### src/rtl/pipe_pkg.sv
// Shared EX-stage definitions: datapath widths, ALUOp/funct encodings, ALU op enum,
// and bit positions inside the ex/mem/wb control bundles.
package pipe_pkg;

  localparam int WORD_SIZE = 32;
  localparam int REG_SIZE  = 5;

  localparam logic [1:0] ALUOP_ADD   = 2'b00;
  localparam logic [1:0] ALUOP_SUB   = 2'b01;
  localparam logic [1:0] ALUOP_RTYPE = 2'b10;
  localparam logic [1:0] ALUOP_ADD2  = 2'b11;

  localparam logic [5:0] FUNCT_ADD = 6'h20;
  localparam logic [5:0] FUNCT_SUB = 6'h22;
  localparam logic [5:0] FUNCT_AND = 6'h24;
  localparam logic [5:0] FUNCT_OR  = 6'h25;
  localparam logic [5:0] FUNCT_SLT = 6'h2A;

  typedef enum logic [2:0] {
    ALU_ADD,
    ALU_SUB,
    ALU_AND,
    ALU_OR,
    ALU_SLT,
    ALU_ZERO
  } alu_op_e;

  localparam int EX_REGDST   = 3;
  localparam int EX_ALUSRC   = 2;
  localparam int EX_ALUOP_HI = 1;
  localparam int EX_ALUOP_LO = 0;

  localparam int MEM_READ   = 2;
  localparam int MEM_WRITE  = 1;
  localparam int MEM_BRANCH = 0;

  localparam int WB_REGWRITE = 1;
  localparam int WB_MEMTOREG = 0;

endpackage

### src/rtl/execute_unit_if.sv
// ID/EX -> EX/MEM bundle; master drives the instruction slot, slave is the EX stage.
// Forwarding sources exist only when FORWARDING_EN is defined.
interface execute_unit_if;
  import pipe_pkg::*;

  logic                 in_valid;
  logic                 stall;
  logic                 flush;
  logic [3:0]           ex_ctrl_in;
  logic [2:0]           mem_ctrl_in;
  logic [1:0]           wb_ctrl_in;
  logic [WORD_SIZE-1:0] pc_in;
  logic [WORD_SIZE-1:0] read_data1;
  logic [WORD_SIZE-1:0] read_data2;
  logic [WORD_SIZE-1:0] imm_in;
  logic [REG_SIZE-1:0]  rt_in;
  logic [REG_SIZE-1:0]  rd_in;
`ifdef FORWARDING_EN
  logic [REG_SIZE-1:0]  rs_in;
  logic                 wb_reg_write;
  logic [REG_SIZE-1:0]  wb_reg;
  logic [WORD_SIZE-1:0] wb_data;
`endif

  logic                 out_valid;
  logic [2:0]           mem_ctrl_out;
  logic [1:0]           wb_ctrl_out;
  logic [WORD_SIZE-1:0] alu_result;
  logic [WORD_SIZE-1:0] store_data;
  logic [WORD_SIZE-1:0] branch_target;
  logic                 zero;
  logic [REG_SIZE-1:0]  write_reg;
  logic                 illegal_funct;

  modport master (
`ifdef FORWARDING_EN
    output rs_in, wb_reg_write, wb_reg, wb_data,
`endif
    output in_valid, stall, flush, ex_ctrl_in, mem_ctrl_in, wb_ctrl_in,
    output pc_in, read_data1, read_data2, imm_in, rt_in, rd_in,
    input  out_valid, mem_ctrl_out, wb_ctrl_out, alu_result, store_data,
    input  branch_target, zero, write_reg, illegal_funct
  );

  modport slave (
`ifdef FORWARDING_EN
    input  rs_in, wb_reg_write, wb_reg, wb_data,
`endif
    input  in_valid, stall, flush, ex_ctrl_in, mem_ctrl_in, wb_ctrl_in,
    input  pc_in, read_data1, read_data2, imm_in, rt_in, rd_in,
    output out_valid, mem_ctrl_out, wb_ctrl_out, alu_result, store_data,
    output branch_target, zero, write_reg, illegal_funct
  );

endinterface

### src/rtl/alu_core.sv
// Combinational ALU: add/sub wrap modulo 2^WORD_SIZE, slt is signed, ALU_ZERO yields 0.
import pipe_pkg::*;

module alu_core (
  input  alu_op_e              i_op,
  input  logic [WORD_SIZE-1:0] i_a,
  input  logic [WORD_SIZE-1:0] i_b,
  output logic [WORD_SIZE-1:0] o_result
);

  always_comb begin
    o_result = '0;
    case (i_op)
      ALU_ADD: o_result = i_a + i_b;
      ALU_SUB: o_result = i_a - i_b;
      ALU_AND: o_result = i_a & i_b;
      ALU_OR:  o_result = i_a | i_b;
      ALU_SLT: o_result = {{(WORD_SIZE-1){1'b0}}, ($signed(i_a) < $signed(i_b))};
      default: o_result = '0;
    endcase
  end

endmodule

### src/rtl/execute_unit.sv
// MIPS EX stage: ALU decode/compute, branch target, dest select, registered into EX/MEM (1 cycle).
// flush beats stall beats load; FORWARDING_EN adds EX/MEM and WB operand bypass.
import pipe_pkg::*;

module execute_unit (
  input  logic         clk,
  input  logic         rst,
  execute_unit_if.slave i_ex
);

  logic [1:0]           w_aluop;
  logic [5:0]           w_funct;
  alu_op_e              w_op;
  logic                 w_illegal;
  logic [WORD_SIZE-1:0] w_op_a;
  logic [WORD_SIZE-1:0] w_rt_val;
  logic [WORD_SIZE-1:0] w_op_b;
  logic [WORD_SIZE-1:0] w_result;
  logic [WORD_SIZE-1:0] w_target;
  logic [REG_SIZE-1:0]  w_dest;

  logic                 r_out_valid;
  logic [2:0]           r_mem_ctrl;
  logic [1:0]           r_wb_ctrl;
  logic [WORD_SIZE-1:0] r_alu_result;
  logic [WORD_SIZE-1:0] r_store_data;
  logic [WORD_SIZE-1:0] r_branch_target;
  logic                 r_zero;
  logic [REG_SIZE-1:0]  r_write_reg;
  logic                 r_illegal;

  assign w_aluop = i_ex.ex_ctrl_in[EX_ALUOP_HI:EX_ALUOP_LO];
  assign w_funct = i_ex.imm_in[5:0];

  always_comb begin
    w_op      = ALU_ADD;
    w_illegal = 1'b0;
    case (w_aluop)
      ALUOP_SUB: w_op = ALU_SUB;
      ALUOP_RTYPE: begin
        case (w_funct)
          FUNCT_ADD: w_op = ALU_ADD;
          FUNCT_SUB: w_op = ALU_SUB;
          FUNCT_AND: w_op = ALU_AND;
          FUNCT_OR:  w_op = ALU_OR;
          FUNCT_SLT: w_op = ALU_SLT;
          default: begin
            w_op      = ALU_ZERO;
            w_illegal = 1'b1;
          end
        endcase
      end
      default: w_op = ALU_ADD;
    endcase
  end

`ifdef FORWARDING_EN
  logic w_exmem_fwd_ok;
  logic w_wb_fwd_ok;

  // A load in EX/MEM has no data yet, so it never bypasses; r0 is never bypassed.
  assign w_exmem_fwd_ok = r_out_valid & r_wb_ctrl[WB_REGWRITE] & ~r_mem_ctrl[MEM_READ]
                        & (r_write_reg != '0);
  assign w_wb_fwd_ok    = i_ex.wb_reg_write & (i_ex.wb_reg != '0);

  assign w_op_a   = (w_exmem_fwd_ok && (r_write_reg == i_ex.rs_in)) ? r_alu_result :
                    (w_wb_fwd_ok && (i_ex.wb_reg == i_ex.rs_in))   ? i_ex.wb_data :
                    i_ex.read_data1;
  assign w_rt_val = (w_exmem_fwd_ok && (r_write_reg == i_ex.rt_in)) ? r_alu_result :
                    (w_wb_fwd_ok && (i_ex.wb_reg == i_ex.rt_in))   ? i_ex.wb_data :
                    i_ex.read_data2;
`else
  assign w_op_a   = i_ex.read_data1;
  assign w_rt_val = i_ex.read_data2;
`endif

  assign w_op_b   = i_ex.ex_ctrl_in[EX_ALUSRC] ? i_ex.imm_in : w_rt_val;
  assign w_target = i_ex.pc_in + {i_ex.imm_in[WORD_SIZE-3:0], 2'b00};
  assign w_dest   = i_ex.ex_ctrl_in[EX_REGDST] ? i_ex.rd_in : i_ex.rt_in;

  alu_core u_alu (
    .i_op     (w_op),
    .i_a      (w_op_a),
    .i_b      (w_op_b),
    .o_result (w_result)
  );

  always_ff @(posedge clk or negedge rst) begin
    if (!rst) begin
      r_out_valid     <= 1'b0;
      r_mem_ctrl      <= '0;
      r_wb_ctrl       <= '0;
      r_alu_result    <= '0;
      r_store_data    <= '0;
      r_branch_target <= '0;
      r_zero          <= 1'b0;
      r_write_reg     <= '0;
      r_illegal       <= 1'b0;
    end else if (i_ex.flush) begin
      r_out_valid <= 1'b0;
      r_mem_ctrl  <= '0;
      r_wb_ctrl   <= '0;
      r_illegal   <= 1'b0;
    end else if (!i_ex.stall) begin
      if (i_ex.in_valid) begin
        r_out_valid     <= 1'b1;
        r_mem_ctrl      <= i_ex.mem_ctrl_in;
        r_wb_ctrl       <= {i_ex.wb_ctrl_in[WB_REGWRITE] & ~w_illegal,
                            i_ex.wb_ctrl_in[WB_MEMTOREG]};
        r_alu_result    <= w_result;
        r_store_data    <= w_rt_val;
        r_branch_target <= w_target;
        r_zero          <= (w_result == '0);
        r_write_reg     <= w_dest;
        r_illegal       <= w_illegal;
      end else begin
        r_out_valid <= 1'b0;
        r_mem_ctrl  <= '0;
        r_wb_ctrl   <= '0;
        r_illegal   <= 1'b0;
      end
    end
  end

  assign i_ex.out_valid     = r_out_valid;
  assign i_ex.mem_ctrl_out  = r_mem_ctrl;
  assign i_ex.wb_ctrl_out   = r_wb_ctrl;
  assign i_ex.alu_result    = r_alu_result;
  assign i_ex.store_data    = r_store_data;
  assign i_ex.branch_target = r_branch_target;
  assign i_ex.zero          = r_zero;
  assign i_ex.write_reg     = r_write_reg;
  assign i_ex.illegal_funct = r_illegal;

endmodule

### src/flat_wrapper.sv
// flat-port wrapper written by rule: the top's interface ports become plain ports
module execute_unit_flat 
  (clk, rst, i_ex_in_valid, i_ex_stall, i_ex_flush, i_ex_ex_ctrl_in, i_ex_mem_ctrl_in, i_ex_wb_ctrl_in, i_ex_pc_in, i_ex_read_data1, i_ex_read_data2, i_ex_imm_in, i_ex_rt_in, i_ex_rd_in, i_ex_out_valid, i_ex_mem_ctrl_out, i_ex_wb_ctrl_out, i_ex_alu_result, i_ex_store_data, i_ex_branch_target, i_ex_zero, i_ex_write_reg, i_ex_illegal_funct);
  execute_unit_if i_ex_i ();
  input  logic clk;
  input  logic rst;
  input wire logic [$bits(i_ex_i.in_valid)-1:0] i_ex_in_valid;
  input wire logic [$bits(i_ex_i.stall)-1:0] i_ex_stall;
  input wire logic [$bits(i_ex_i.flush)-1:0] i_ex_flush;
  input wire logic [$bits(i_ex_i.ex_ctrl_in)-1:0] i_ex_ex_ctrl_in;
  input wire logic [$bits(i_ex_i.mem_ctrl_in)-1:0] i_ex_mem_ctrl_in;
  input wire logic [$bits(i_ex_i.wb_ctrl_in)-1:0] i_ex_wb_ctrl_in;
  input wire logic [$bits(i_ex_i.pc_in)-1:0] i_ex_pc_in;
  input wire logic [$bits(i_ex_i.read_data1)-1:0] i_ex_read_data1;
  input wire logic [$bits(i_ex_i.read_data2)-1:0] i_ex_read_data2;
  input wire logic [$bits(i_ex_i.imm_in)-1:0] i_ex_imm_in;
  input wire logic [$bits(i_ex_i.rt_in)-1:0] i_ex_rt_in;
  input wire logic [$bits(i_ex_i.rd_in)-1:0] i_ex_rd_in;
  output wire logic [$bits(i_ex_i.out_valid)-1:0] i_ex_out_valid;
  output wire logic [$bits(i_ex_i.mem_ctrl_out)-1:0] i_ex_mem_ctrl_out;
  output wire logic [$bits(i_ex_i.wb_ctrl_out)-1:0] i_ex_wb_ctrl_out;
  output wire logic [$bits(i_ex_i.alu_result)-1:0] i_ex_alu_result;
  output wire logic [$bits(i_ex_i.store_data)-1:0] i_ex_store_data;
  output wire logic [$bits(i_ex_i.branch_target)-1:0] i_ex_branch_target;
  output wire logic [$bits(i_ex_i.zero)-1:0] i_ex_zero;
  output wire logic [$bits(i_ex_i.write_reg)-1:0] i_ex_write_reg;
  output wire logic [$bits(i_ex_i.illegal_funct)-1:0] i_ex_illegal_funct;
  assign i_ex_i.in_valid = i_ex_in_valid;
  assign i_ex_i.stall = i_ex_stall;
  assign i_ex_i.flush = i_ex_flush;
  assign i_ex_i.ex_ctrl_in = i_ex_ex_ctrl_in;
  assign i_ex_i.mem_ctrl_in = i_ex_mem_ctrl_in;
  assign i_ex_i.wb_ctrl_in = i_ex_wb_ctrl_in;
  assign i_ex_i.pc_in = i_ex_pc_in;
  assign i_ex_i.read_data1 = i_ex_read_data1;
  assign i_ex_i.read_data2 = i_ex_read_data2;
  assign i_ex_i.imm_in = i_ex_imm_in;
  assign i_ex_i.rt_in = i_ex_rt_in;
  assign i_ex_i.rd_in = i_ex_rd_in;
  assign i_ex_out_valid = i_ex_i.out_valid;
  assign i_ex_mem_ctrl_out = i_ex_i.mem_ctrl_out;
  assign i_ex_wb_ctrl_out = i_ex_i.wb_ctrl_out;
  assign i_ex_alu_result = i_ex_i.alu_result;
  assign i_ex_store_data = i_ex_i.store_data;
  assign i_ex_branch_target = i_ex_i.branch_target;
  assign i_ex_zero = i_ex_i.zero;
  assign i_ex_write_reg = i_ex_i.write_reg;
  assign i_ex_illegal_funct = i_ex_i.illegal_funct;
  execute_unit u_core (.clk(clk), .rst(rst), .i_ex(i_ex_i));
endmodule
### config.mk
export PLATFORM = sky130hd
export DESIGN_NAME = execute_unit_flat
export DESIGN_NICKNAME = d
export VERILOG_FILES = /design/src/rtl/pipe_pkg.sv /design/src/rtl/execute_unit_if.sv /design/src/rtl/alu_core.sv /design/src/rtl/execute_unit.sv /design/src/flat_wrapper.sv
export SDC_FILE = /design/constraint.sdc
export NUM_CORES = 1
export LEC_CHECK = 0
export CORE_ASPECT_RATIO = 1.5
export CORE_MARGIN = 2
export CORE_UTILIZATION = 46
export CTS_BUF_LIST = sky130_fd_sc_hd__clkbuf_8 sky130_fd_sc_hd__clkbuf_16
export DETAILED_ROUTE_END_ITERATION = 12
export PLACE_DENSITY = 0.75
export SYNTH_ARGS = -nofsm -noshare
export SYNTH_HDL_FRONTEND = slang
export SYNTH_HIERARCHICAL = 1
export SYNTH_SLANG_ARGS = --single-unit
### constraint.sdc
create_clock -name clk -period 1.7 [get_ports clk]
set_clock_uncertainty 0.15 [all_clocks]
set_input_delay 0.17 -clock clk [delete_from_list [all_inputs] [get_ports clk]]
set_output_delay 0.17 -clock clk [all_outputs]
set_load 0.005 [all_outputs]
==> flow_summary.yaml, run 1 <==
clock_network:
  numCtsBuffers: 9
  clock_path_buffers: 2
  clkSinkCount: 109
  cts_root_buf: "clkbuf_16"
  htree_levels: 3
logic_synthesis:
  async_flop_share_pct: 100.0
  synth.top_cells.by_area: "dfrtp_1, ha_1, nand2_1"
  synth_cell_types: 80
  synth-edff-count: 0
  synth_top_area_cell: "dfrtp_1"
  ys_seq_elements: 109
  synth_top_cell_area_share_pct: 24.20
  synthCells: 1511
  synth_area_per_cell_um2: 7.458
  netlist_area_um2: 11270
  ys_warn_count: 6
  synth_flop_cell: "dfrtp_1"
  syn_nets: 1802
  synth_seq_area_share_pct: 24.20
floorplan:
  ios: 261
  dieHeight_um: 195.7
  fp-row-count: 70
  fp.dieW_um: 131.8
  floorplan.initialDensity_pct: 46.45
run_status:
  stop_stage: "5_1_grt"
  error: "[ERROR GRT-0232] Routing congestion too high. Check the congestion heatmap in the GUI."
  status: "stopped before the end"
global_routing:
  overflow: 18
  grt_max_degree: 47
  gr-usage-all-layers_pct: 73.15
place:
  io_buffer_count: 260
  hpwl_um: 42540
  place_congestion: 1.022
  placedCellCount: 2443
timing:
  worstEndpointGrtRepair: "u_core/i_ex.zero$_DFFE_PN0P_/D"
  worstEpCategory: "register input"
-- metrics by stage --
| stage | area (µm²) | setup slack (ns) | utilization [%] | hold slack [ns] | setup TNS, ns |
|---|---|---|---|---|---|
| 4_1_cts | 19940 | -2.207 | 82.17 | 0.05233 | -49.69 |
| 2_1_floorplan | 11800 | -2.181 | - | -0.2756 | -44.22 |
| 3_3_place_gp | 17710 | -3.083 | 73.01 | -0.03153 | -100.70 |
| 3_5_place_dp | 17710 | -3.194 | 73.01 | -0.02318 | -106.40 |
-- routing by layer --
layer / GRT overflow / track usage [%]
met1: 2 / 71.39
met4: 8 / 74.56
met3: 0 / 55.92
met2: 7 / 92.90
met5: 1 / 19.73
-- cells in the mapped netlist (15+ instances only) --
cell type / count
nand2_1: 322
ha_1: 136
a21oi_1: 125
dfrtp_1: 109
nor2_1: 109
inv_1: 108
o21ai_0: 83
clkbuf_1: 54
mux2_2: 34
nand3_1: 28
xnor2_1: 28
nor3_1: 24
a211oi_1: 22
a21o_1: 18
nor4_1: 17
o21bai_1: 16
o211ai_1: 15
or3_1: 15
-- what timing repair did --
action                                 CTS
pin swaps                              149
setup endpoints to repair               61
gates cloned                             2
buffers inserted                        69
resized for setup                      421
hold buffers                             2
endpoints found under the hold margin  110
-- logic make-up after synthesis --
family          count (synthesis)  share of synthesized area, %
simple gates                  579                         22.46
buf+inv                       188                         6.484
flops                         109                         24.20
compound gates                407                         23.39
fa+ha+maj                     139                         15.63
xor+xnor                       42                         3.264
mux                            47                         4.563
==> run 2, diff against run 1 <==
CORE_ASPECT_RATIO = unset   (was 1.5)
CORE_UTILIZATION = 31   (was 46)
CTS_BUF_LIST = unset   (was sky130_fd_sc_hd__clkbuf_8 sky130_fd_sc_hd__clkbuf_16)
PLACE_DENSITY = unset   (was 0.75)
PLACE_DENSITY_LB_ADDON = 0.15   (was unset)
==> run 2 against run 1 <==
Against the previous run:
- the flow now finishes, with violations (setup timing)
- synthesized cell count is the same
- area after synthesis is the same
==> flow_summary.yaml, run 2 <==
logic_synthesis:
  async_flop_share_pct: 100.0
  yosysMostFrequentCell: "nand2_1"
  netlist_area_um2: 11270
  synthCells: 1511
  synth_flop_cell: "dfrtp_1"
  synth_seq_area_share_pct: 24.20
  synth_cell_types: 80
  synth_top_cell_area_share_pct: 24.20
  synthTopCellsByCount: "nand2_1, ha_1, a21oi_1"
  synth_top_area_cell: "dfrtp_1"
  synth_area_per_cell_um2: 7.458
  synth.top_cells.by_area: "dfrtp_1, ha_1, nand2_1"
  syn_nets: 1802
  ys_warn_count: 6
  synth-edff-count: 0
  ys_seq_elements: 109
timing:
  finalMaxSlewViolations: 0
  fin_tns_setup_ns: -48.90
  fin_ws_ns: -2.017
  hold_viol: 0
  rsz0062_at_grt: "yes"
  setup_viol: 54
  period_needed_ns: 3.717
  fmax_mhz: 269.0
  finalCritPeriodShare_pct: 218.7
  worst_pin_slew_ns: 0.6630
  max_slew_margin_pct: 55.46
clock_network:
  clk_latency_ns: 0.36
  clock_path_buffers: 2
  numCtsBuffers: 9
  htree_levels: 3
  cts_tree: "done"
  path_clk_slew_ns: 0.08
  clkSinkCount: 109
  cts_root_buf: "clkbuf_16"
setup_path:
  critPathArrivalTime_ns: 3.85
  end_kind: "register"
  crit_type: "input pin to register"
  cp_max_fo: 7
  required_ns: 1.83
  startpoint_type: "input pin"
global_routing:
  grt_pass1_wl_um: 80880
  grt_pass1_vias: 14140
  gr-usage-all-layers_pct: 27.55
  antenna_found_initial: 2
  overflow: 0
  grt_max_degree: 51
floorplan:
  die-area_um2: 37890
  core_um2: 35660
  fp-row-count: 69
  fp.dieW_um: 194.7
  ios: 261
  dieHeight_um: 194.7
  floorplan.initialDensity_pct: 31.61
cells_and_area:
  final_cells: 2728
  nets: 2551
  final_cell_mix: "buf_4, nand2_1, clkdlybuf4s50_1, dfrtp_1, nor2_1"
  syn2layout_area_growth_pct: 91.60
  layout_commonest_cell: "buf_4"
  finish.instance_area_um2: 21590
  drive_above_1_share_pct: 43.84
routing:
  wl_per_cell_um: 19.68
  ant_nets: 0
  viasPerCell: 5.115
  routed_wl_um: 53680
  dr.pass1.iters: 5
  vias: 13950
  drc: 0
  first_iter_violations: 820
pwr:
  p_leak_nw: 10.08
  finalPower_mw: 14.54
  irDropWorstVdd_mv: 0.4699
  power_density_nw_per_um2: 673.2
place:
  place_area_um2: 18360
  place_congestion: 0.9456
  hpwl_um: 42750
  io_buffer_count: 260
  placedCellCount: 2632
worst_hold_path:
  min_path_type: "input pin to register"
job:
  max_cap_viol_count: 0
run_status:
  status: "finished, violations left"
  violations: "setup timing"
==> run 2: cell counts after synthesis <==
No cell type changed its count.
==> run 2: worst max-delay path, stage by stage <==
cell and delay (ns):
buf_12 0.10, buf_12 0.14, buf_12 0.12, mux2_4 0.33, inv_4 0.07, ha_4 0.19
or3_4 0.38, or4_4 0.42, a21o_1 0.21, and3b_4 0.23, o21ai_4 0.20, a31oi_4 0.15
mux2i_1 0.16, or3_4 0.38, nor4_4 0.27, nand4_1 0.12, o31ai_1 0.20
==> run 2: path summary, 6_finish.rpt <==
check / startpoint / to / slack [ns] / depth (start not counted)
worst max-delay path: i_ex_ex_ctrl_in[2] / u_core/i_ex.zero / -2.02 / 17
worst min-delay path: i_ex_pc_in[2] / u_core/i_ex.branch_target[2] / 0.02 / 4
worst max register to register: u_core/i_ex.branch_target[24] / u_core/i_ex.branch_target[24] / 0.65 / 2
worst min register to register: u_core/i_ex.store_data[23] / u_core/i_ex.store_data[23] / 0.33 / 2
max in group asynchronous: rst / u_core/i_ex.write_reg[1] / 0.77 / 3
min in group asynchronous: rst / u_core/i_ex.store_data[1] / 0.06 / 2
==> run 2: report_power, final <==
group	switching [mW]	leakage, nW	total [mW]	internal, mW
registers	0.292	1.38	3.40	3.11
clock network	1.08	0.150	2.23	1.15
logic	4.14	8.55	8.90	4.76
total	5.51	10.1	14.5	9.02
==> run 2: area by class of cell <==
type | instances | area [µm²]
sequential | 109 | 2728
clock buffer | 9 | 225.2
fill | 3176 | 14060
timing repair buffer | 817 | 7241
clock inverter | 7 | 75.07
antenna | 2 | 5.005
inverter | 109 | 436.7
multi-input combinational | 1214 | 10300
tap | 461 | 576.8
==> run 2: metrics by stage <==
stage | hold WS, ns | setup WS, ns | utilization (%)
after floorplan | -0.2756 | -2.181 | -
after global placement | -0.1085 | -3.715 | 51.50
after detailed placement | -0.09610 | -3.661 | 51.50
after CTS | 0.003691 | -2.028 | 57.77
after global routing | 0.02816 | -2.193 | 60.56
final | 0.01595 | -2.017 | 60.56
==> run 2: cells by family after synthesis <==
group | count (synthesis) | synth area share (%)
simple gates | 579 | 22.46
compound gates | 407 | 23.39
buf+inv | 188 | 6.484
fa+ha+maj | 139 | 15.63
flops | 109 | 24.20
mux | 47 | 4.563
xor+xnor | 42 | 3.264
==> run 2: layer usage <==
metal	track usage (%)	vias to the layer above	share of wire (%)
li1	-	6781	-
met1	38.06	6751	46
met2	45.83	353	47
met3	3.002	69	4.7
met4	6.952	0	2.3
met5	0	-	0
==> run 2: timing repair <==
action / in CTS / in global routing
gates resized for setup: 485 / 213
endpoints found under the setup margin: 60 / 57
pin swaps: 158 / 178
hold endpoints to repair: 110 / 4
gates cloned: 2 / 0
buffers inserted: 56 / 41
hold buffers: 2 / 4
(Power assumes the default switching activity.)
==> run 3, diff against run 2 <==
CORE_UTILIZATION = 30   (was 31)
CTS_CLUSTER_SIZE = 12   (was unset)
==> run 3 against run 2 <==
Against the previous run:
- the run still ends with setup timing left
- critical path depth rose by 1
- global-route usage fell by 0.98 points
- cell area barely moved
- routed wire length fell by 0.43%
- critical endpoint unchanged
- non-clock buffer count rose by 9
- register-to-register slack barely moved
- critical path type unchanged
- die area rose by 3.3%
==> flow_summary.yaml, run 3 (synthesis results as in run 2) <==
cells_and_area:
  drive_above_1_share_pct: 42.57
  final_cell_mix: "buf_4, nand2_1, clkdlybuf4s50_1, dfrtp_1, buf_6"
  layout_commonest_cell: "buf_4"
  finish.instance_area_um2: 21580
  final_util_pct: 58.68
  syn2layout_area_growth_pct: 91.53
  nets: 2560
  n_antenna_cell: 0
setup_path:
  worstPathCellList: "buf_8, buf_12, buf_6, mux2_4, inv_4, ha_4, or3_4, or4_1, a21o_1, and3b_4, buf_6, o21ai_4, a31oi_4, mux2i_1, or3_4, nor4_2, nand4_1, o31ai_1"
  cp_max_fo: 6
  critPathArrivalTime_ns: 3.93
  slowest_stage: "or4_1"
  reg2reg_slack_ns: 0.64
  slowest_delay_ns: 0.40
  startpoint: "i_ex_ex_ctrl_in[2]"
  critical-path-top-delay-family: "simple AND/OR/NAND/NOR gates"
  required_ns: 1.83
  r2r-end: "u_core/i_ex.branch_target[24]"
  r2r-start: "u_core/i_ex.branch_target[24]"
  end_kind: "register"
  r2r.worst_path.cells: 2
  crit_type: "input pin to register"
  critPathBufInv: 5
  startpoint_type: "input pin"
clock_network:
  htree_levels: 3
  clkSinkCount: 109
  clock_path_buffers: 2
  cts_root_buf: "clkbuf_16"
  numCtsBuffers: 9
  clk_latency_ns: 0.37
  path_clk_slew_ns: 0.08
  cts_tree: "done"
floorplan:
  die-area_um2: 39130
  dieHeight_um: 197.8
  ios: 261
  core_um2: 36790
  fp-row-count: 70
  floorplan.initialDensity_pct: 30.64
  fp.dieW_um: 197.8
worst_hold_path:
  min_path_type: "input pin to register"
  hold_path.startpoint: "i_ex_read_data2[13]"
  worstHoldPathCells: 3
  min_to: "u_core/i_ex.store_data[13]"
global_routing:
  overflow: 0
  grt_pass1_wl_um: 79660
  grtUsageMet1_pct: 36.25
  busiest_layer: "met2"
  grt_pass1_vias: 13810
  grtUsageMet2_pct: 45.59
  use_met3_pct: 1.925
  grt_max_degree: 58
  antenna_found_initial: 0
  gr-usage-all-layers_pct: 26.56
routing:
  ant_nets: 0
  drc: 0
  viasPerCell: 5.090
  vias: 13960
  dr.pass1.iters: 5
  wl_per_cell_um: 19.49
  routed_wl_um: 53450
  first_iter_violations: 836
run_status:
  status: "finished, violations left"
  violations: "setup timing"
pwr:
  p_clk_share_pct: 14.7
  p_int_mw: 8.937
  p_comb_share_pct: 61.8
  seq_power_share_pct: 23.6
  power_density_nw_per_um2: 668.6
  total_switching_power_mw: 5.493
  irDropWorstVdd_mv: 0.3891
  p_leak_nw: 10.03
  p_sw_share_pct: 38.07
timing:
  hold_viol: 0
  worst_pin_slew_ns: 0.5973
  finalMaxSlewViolations: 0
  setup_viol: 54
  finalCritPeriodShare_pct: 223.7
  fin_ws_ns: -2.103
  max_slew_margin_pct: 60.06
  rsz0062_at_grt: "yes"
  fmax_mhz: 263.0
  period_needed_ns: 3.803
job:
  max_cap_viol_count: 0
place:
  place_congestion: 0.9482
  place_area_um2: 18200
  hpwl_um: 42110
  io_buffer_count: 260
[run 3: cell types whose count changed in the layout (fill, tap and decap cells not counted), sizes merged, moves of 3 or more]
cell / change
dlygate4sd2: +6
clkbuf: -3
dlymetal6s2s: -8
clkdlybuf4s50: +6
inv: +3
buf: +7
[run 3: repair_timing]
item                                    in CTS  in global routing
hold buffers                                 3                  1
pin swaps                                  180                148
gates resized for setup                    478                180
cloned                                       3                  0
endpoints found under the setup margin      61                 56
hold endpoints to repair                   111                  1
setup buffers                               77                 39
[run 3: layout make-up]
cell class	count	area (µm²)
inverter	109	434.2
fill	3325	15200
clock inverter	7	63.81
tap	468	585.6
clock buffer	9	225.2
timing repair buffer	826	7402
multi-input combinational	1214	10150
sequential	109	2728
[run 3: worst reg2reg max path, stage by stage (launching register included)]
cell,delay (ns)
dfrtp_1,0.40
a221oi_1,0.26
o211ai_1,0.12
[run 3: metal layers]
layer  vias to the layer above  wire length (µm)  share of wire (%)
met5                         -                 0                  0
met4                         0              1228                2.3
met3                        54              2047                3.8
met2                       321             25920                 48
met1                      6791             24250                 45
li1                       6792                 -                  -
[run 3: power groups by stage]
stage / Sequential [mW] / Clock (mW) / Combinational [mW]
floorplan: 3.47 / 0 / 2.95
global placement: 3.44 / 0 / 7.16
detailed placement: 3.45 / 0 / 7.18
CTS: 3.40 / 2.19 / 8.28
global route: 3.46 / 2.26 / 9.53
finish: 3.40 / 2.12 / 8.91
[run 3: how the worst max path moves through the flow]
stage | to | slack (ns) | cells after the start
floorplan | u_core/i_ex.zero | -2.18 | 17
global placement | u_core/i_ex.zero | -2.97 | 15
detailed placement | u_core/i_ex.zero | -2.98 | 15
CTS | u_core/i_ex.zero | -2.13 | 18
global route | u_core/i_ex.zero | -2.26 | 19
finish | u_core/i_ex.zero | -2.10 | 18
[run 3: metrics by stage]
step / setup TNS (ns) / power (mW) / std cells / hold WS [ns] / setup slack (ns)
after floorplan: -44.22 / 6.426 / 1511 / -0.2756 / -2.181
after global placement: -95.12 / 10.60 / 2628 / 0.04944 / -2.966
after detailed placement: -96.71 / 10.63 / 2628 / 0.05227 / -2.981
after CTS: -48.61 / 13.87 / 2721 / 0.0003459 / -2.132
after global routing: -54.61 / 15.26 / 2742 / 0.02811 / -2.257
final: -50.03 / 14.43 / 2742 / 0.01295 / -2.103
